## src/rtl/one_generator_pkg.sv

```systemverilog
// Shared definitions for the one_generator slice: default sizes and the
// control-unit state encoding.
package one_generator_pkg;
    localparam int WIDTH = 16;
    localparam int CW    = 5;

    // 2'b11 is never entered; the FSM treats it as IDLE.
    typedef enum logic [1:0] {
        ST_IDLE    = 2'b00,
        ST_FILL    = 2'b01,
        ST_DONE    = 2'b10,
        ST_ILLEGAL = 2'b11
    } state_t;
endpackage

```

## src/rtl/one_generator_if.sv

```systemverilog
// Request/result bundle for one_generator. Handshake: a request is accepted on
// any rising edge with i_start=1 while not busy; o_data/o_err are valid only while o_done=1.
interface one_generator_if
    import one_generator_pkg::*;
#(
    parameter int P_WIDTH = WIDTH,
    parameter int P_CW    = CW
);
    logic               i_start;
    logic [P_CW-1:0]    i_count;
    logic [P_WIDTH-1:0] o_data;
    logic               o_busy;
    logic               o_done;
    logic               o_err;

    modport master (
        output i_start, i_count,
        input  o_data, o_busy, o_done, o_err
    );

    modport slave (
        input  i_start, i_count,
        output o_data, o_busy, o_done, o_err
    );
endinterface

```

## src/rtl/one_generator_datapath.sv

```systemverilog
// Shifter and remaining-count down-counter: shifts a 1 in per step and counts
// down a saturated copy of the requested ones-count.
module one_generator_datapath
    import one_generator_pkg::*;
#(
    parameter int P_WIDTH = WIDTH,
    parameter int P_CW    = CW
) (
    input  logic               i_clk,
    input  logic               i_rst_,
    input  logic               i_load,
    input  logic               i_shift,
    input  logic [P_CW-1:0]    i_count,
    output logic [P_WIDTH-1:0] o_data,
    output logic               o_err,
    output logic               o_rem_zero
);
    localparam logic [P_CW-1:0] WIDTH_C = P_CW'(P_WIDTH);

    logic [P_CW-1:0] rem;
    logic            over;

    // Clamping rem at WIDTH bounds the number of shifts, so the word never wraps.
    assign over       = (i_count > WIDTH_C);
    assign o_rem_zero = (rem == '0);

    always_ff @(posedge i_clk or negedge i_rst_) begin
        if (!i_rst_) begin
            o_data <= '0;
            rem    <= '0;
            o_err  <= 1'b0;
        end else if (i_load) begin
            o_data <= '0;
            rem    <= over ? WIDTH_C : i_count;
            o_err  <= over;
        end else if (i_shift) begin
            o_data <= {o_data[P_WIDTH-2:0], 1'b1};
            rem    <= rem - 1'b1;
        end
    end
endmodule

```

## src/rtl/one_generator.sv

```systemverilog
// Thermometer-code generator: builds a word with exactly N ones, LSB-aligned,
// one bit per cycle. Control FSM here; shifting and counting in the datapath.
module one_generator
    import one_generator_pkg::*;
#(
    parameter int P_WIDTH = WIDTH,
    parameter int P_CW    = CW
) (
    input  logic                 i_clk,
    input  logic                 i_rst_,
    one_generator_if.slave       bus,
    output state_t               o_state
);
    state_t         state;
    logic           load;
    logic           shift;
    logic           rem_zero;
    logic           busy_q;
    logic           done_q;
    logic [P_WIDTH-1:0] data;
    logic           err;

    // A new request is taken from any state except FILL.
    assign load  = (state != ST_FILL) && bus.i_start;
    assign shift = (state == ST_FILL) && !rem_zero;

    always_ff @(posedge i_clk or negedge i_rst_) begin
        if (!i_rst_) begin
            state  <= ST_IDLE;
            busy_q <= 1'b0;
            done_q <= 1'b0;
        end else begin
            case (state)
                ST_FILL: begin
                    if (rem_zero) begin
                        state  <= ST_DONE;
                        busy_q <= 1'b0;
                        done_q <= 1'b1;
                    end
                end
                ST_DONE: begin
                    if (bus.i_start) begin
                        state  <= ST_FILL;
                        busy_q <= 1'b1;
                        done_q <= 1'b0;
                    end
                end
                default: begin
                    if (bus.i_start) begin
                        state  <= ST_FILL;
                        busy_q <= 1'b1;
                        done_q <= 1'b0;
                    end else begin
                        state  <= ST_IDLE;
                        busy_q <= 1'b0;
                        done_q <= 1'b0;
                    end
                end
            endcase
        end
    end

    one_generator_datapath #(
        .P_WIDTH (P_WIDTH),
        .P_CW    (P_CW)
    ) u_datapath (
        .i_clk      (i_clk),
        .i_rst_     (i_rst_),
        .i_load     (load),
        .i_shift    (shift),
        .i_count    (bus.i_count),
        .o_data     (data),
        .o_err      (err),
        .o_rem_zero (rem_zero)
    );

    assign bus.o_data = data;
    assign bus.o_err  = err;
    assign bus.o_busy = busy_q;
    assign bus.o_done = done_q;
    assign o_state    = state;
endmodule

```

## src/flat_wrapper.sv

```systemverilog
// flat-port wrapper written by rule: the top's interface ports become plain ports
module one_generator_flat import one_generator_pkg::*;
#(
    parameter int P_WIDTH = WIDTH,
    parameter int P_CW    = CW
)
  (i_clk, i_rst_, o_state, bus_i_start, bus_i_count, bus_o_data, bus_o_busy, bus_o_done, bus_o_err);
  one_generator_if #(.P_WIDTH(P_WIDTH), .P_CW(P_CW)) bus_i ();
  input  logic i_clk;
  input  logic i_rst_;
  output state_t o_state;
  input wire logic [$bits(bus_i.i_start)-1:0] bus_i_start;
  input wire logic [$bits(bus_i.i_count)-1:0] bus_i_count;
  output wire logic [$bits(bus_i.o_data)-1:0] bus_o_data;
  output wire logic [$bits(bus_i.o_busy)-1:0] bus_o_busy;
  output wire logic [$bits(bus_i.o_done)-1:0] bus_o_done;
  output wire logic [$bits(bus_i.o_err)-1:0] bus_o_err;
  assign bus_i.i_start = bus_i_start;
  assign bus_i.i_count = bus_i_count;
  assign bus_o_data = bus_i.o_data;
  assign bus_o_busy = bus_i.o_busy;
  assign bus_o_done = bus_i.o_done;
  assign bus_o_err = bus_i.o_err;
  one_generator #(.P_WIDTH(P_WIDTH), .P_CW(P_CW)) u_core (.i_clk(i_clk), .i_rst_(i_rst_), .bus(bus_i), .o_state(o_state));
endmodule
```

## config.mk

```make
export PLATFORM = sky130hd
export DESIGN_NAME = one_generator_flat
export DESIGN_NICKNAME = d
export VERILOG_FILES = /design/src/rtl/one_generator_pkg.sv /design/src/rtl/one_generator_if.sv /design/src/rtl/one_generator_datapath.sv /design/src/rtl/one_generator.sv /design/src/flat_wrapper.sv
export SDC_FILE = /design/constraint.sdc
export NUM_CORES = 1
export LEC_CHECK = 0
export BUFFER_PORTS_ARGS = -buffer_cell sky130_fd_sc_hd__buf_4
export CORE_ASPECT_RATIO = 0.9
export CORE_MARGIN = 10
export CORE_UTILIZATION = 54
export DETAILED_ROUTE_END_ITERATION = 16
export PLACE_DENSITY = 0.9
export SYNTH_ARGS = -nofsm -noshare
export SYNTH_HDL_FRONTEND = slang
export SYNTH_HIERARCHICAL = 1
export SYNTH_SLANG_ARGS = --single-unit
```

## constraint.sdc

```tcl
create_clock -name i_clk -period 5.8 [get_ports i_clk]
set_clock_uncertainty 0.2 [all_clocks]
set_input_delay 1.74 -clock i_clk [delete_from_list [all_inputs] [get_ports i_clk]]
set_output_delay 1.74 -clock i_clk [all_outputs]
set_load 0.01 [all_outputs]
```

==> results_dict.tcl <==
set metrics [dict create \
    setup_viol 0 \
    row_count 15 \
    finalWirelength_um 2432 \
    drv_slew 0 \
    netlist.top_cell.by_area "dfrtp_1" \
    critPathMaxStageDelay_ns 0.47 \
    cts_setup_buffers 0 \
    maxSlewHeadroom 0.2371 \
    fmax_mhz 345.3 \
    drv_cap 0 \
    min_path_type "register to register" \
    crit_type "register to output port" \
    clkTransAtPathRegs_ns 0.13 \
    setup.worst_path.start_class "register" \
    antenna_found_initial 0 \
    synthCells 105 \
    dieArea_sq_um 4401 \
    synth_top_area_share 0.5184 \
    die_w_um 68.83 \
    ys_ff_latch 24 \
    syn_area_per_cell_sq_um 11.03 \
    path_buf_inv 1 \
    end_kind "output port" \
    nets 144 \
    wl_per_cell_um 15.59 \
    finalHoldViolations 0 \
    grt_pass1_wl_um 4064 \
    p_leak_nw 0.7216 \
    grt_usage 0.1152 \
    cpMaxStageDelayCell "dfrtp_1" \
    ys_seq_area_frac 0.5184 \
    worstPathArrival_ns 0.96 \
    drt_pass1_iterations 4 \
    outcome "complete, no violations" \
    synthToLayoutAreaGrowth_pct 22.35 \
    gp_congestion 0.7571 \
    timing.hold.ws_ns 0.3354 \
    start_util 0.5879 \
    period_share 0.4993 \
    rsz0062_at_grt "false" \
    htree_levels 1 \
    fin_util 0.7194 \
    cts_sinks 24 \
    worstPathRequired_ns 3.86 \
    grt_max_degree 29 \
    worst_slack_ns 2.904 \
    fillers 140 \
    peakVddDrop_mv 0.2721 \
    drt_iter0_markers 13 \
    hpwl_um 1825 \
    synthTopCellsByArea "dfrtp_1 52%, mux2i_1 15%, nor2_1 5.8%" \
    cts_tree "built" \
    clock_latency_ns 0.31 \
    syn_area_sq_um 1159 \
    antennaDiodeCount 0 \
    drive_gt1_frac 0.2901 \
    yosysUniqueCellTypes 24 \
    cts_buffer_depth 2 \
    core-area_sq_um 1971 \
    detail_route.vias_per_cell 5.333 \
    drcViolationCount 0 \
    die_h_um 63.95 \
    cts-root-buf "clkbuf_4" \
    postCtsResizedCells 0 \
    place_ws_ns 2.941 \
    cts-hold-fix-buffers 0 \
    ant_nets 0 \
    worst_slew_pin_slew_ns 1.143 \
    cts_buffers 3 \
    vias 832 \
    period_minus_slack_ns 2.896 \
    ios 29 \
    cp_top_family "flip-flops" \
    synth_nets 117 \
    powerDensity_nw_per_um2 435.5 \
    grt_pass1_vias 860 \
    synth_warnings 6 \
    portBuffers 28 \
    cp_max_fo 6 \
    crit_chain "buf_4" \
    overflow 0 \
    setup_tns_ns 0 \
]
[metal layers]
metal | routed length (um) | vias to the layer above | part of all wire | GRT usage
li1 | - | 397 | - | -
met1 | 981 | 418 | 0.40 | 0.1348
met2 | 1310 | 15 | 0.54 | 0.2028
met3 | 124 | 2 | 0.051 | 0.02613
met4 | 15 | 0 | 0.0062 | 0.02956
met5 | 0 | - | 0 | 0
[cell usage after synthesis (all sizes together)]
| library cell | number |
|---|---|
| or4 | 1 |
| nor2 | 18 |
| ha | 4 |
| nor4b | 2 |
| nor2b | 1 |
| buf | 7 |
| nand2 | 3 |
| nand3b | 3 |
| xnor2 | 2 |
| mux2i | 17 |
| a21oi | 2 |
| nand3 | 1 |
| o21ai | 8 |
| o21a | 1 |
| and4bb | 1 |
| nand2b | 1 |
| xor2 | 2 |
| dfrtp | 24 |
| inv | 7 |
[sequential cells by signal, indices dropped and copies added, names as in the netlist]
register                  flops
u_core/u_datapath/o_data     16
u_core/u_datapath/o_err       1
u_core/u_datapath/rem         5
u_core/o_state                2
[placed cells by master (no fill, tap or decap), types with 2 or more instances in the layout]
master / instances
ha_1: 4
clkbuf_4: 3
xnor2_1: 2
o21ai_1: 6
nor2_1: 17
buf_4: 29
dfrtp_1: 24
nand3b_1: 3
mux2i_1: 17
inv_1: 6
nand2_1: 3
a21oi_1: 2
xor2_1: 2
[cells by family (layout without fill, tap and decap cells)]
logic type	count (synthesis)	after routing	share of synthesized area
AO/OA/AOI/OAI	11	11	0.05292
multiplexers	17	17	0.1469
XOR/XNOR	4	4	0.03024
AND/OR/NAND/NOR	31	31	0.1469
flip-flops	24	24	0.5184
adder cells (fa/ha/maj)	4	4	0.04320
buffers and inverters	14	40	0.06155
[final timing paths]
kind / from / endpoint / slack (ns) / cells after the start
setup reg to reg: u_core/u_datapath/rem[0]$_DFFE_PN0P_ / u_core/u_datapath/rem[3]$_DFFE_PN0P_ / 3.00 / 7
min in group asynchronous: i_rst_ / u_core/u_datapath/o_data[7]$_DFFE_PN0P_ / 1.10 / 1
setup / recovery: u_core/o_state[1]$_DFFE_PN0P_ / bus_o_done / 2.90 / 1
max in group asynchronous: i_rst_ / u_core/u_datapath/o_err$_DFFE_PN0P_ / 4.07 / 1
hold / removal: u_core/u_datapath/o_err$_DFFE_PN0P_ / u_core/u_datapath/o_err$_DFFE_PN0P_ / 0.34 / 2
hold reg to reg: u_core/u_datapath/o_err$_DFFE_PN0P_ / u_core/u_datapath/o_err$_DFFE_PN0P_ / 0.34 / 2
[cell type report]
type | count | area (sq um) | area share
Clock inverter | 1 | 30.03 | 0.02118
Sequential cell | 24 | 600.6 | 0.4237
Clock buffer | 3 | 22.52 | 0.01589
Tap cell | 25 | 31.28 | 0.02207
Multi-Input combinational cell | 67 | 489.2 | 0.3451
Timing Repair Buffer | 29 | 217.7 | 0.1536
Inverter | 7 | 26.28 | 0.01853
[power by group]
group,switching [W],leakage [nW],internal (W)
clock network,0.0000489,0.0279,0.0000698
registers,0.0000346,0.321,0.000203
logic,0.000137,0.373,0.000124
total,0.000221,0.722,0.000397
[through the flow]
step | cells | instance area [sq um] | total power (W)
2_1_floorplan | 105 | 1159 | 0.0004334
3_3_place_gp | 152 | 1365 | 0.0004891
3_5_place_dp | 152 | 1365 | 0.0005052
4_1_cts | 156 | 1418 | 0.0006234
5_1_grt | 156 | 1418 | 0.0006609
6_report | 156 | 1418 | 0.0006174
Power figures use the tool's default switching activity.
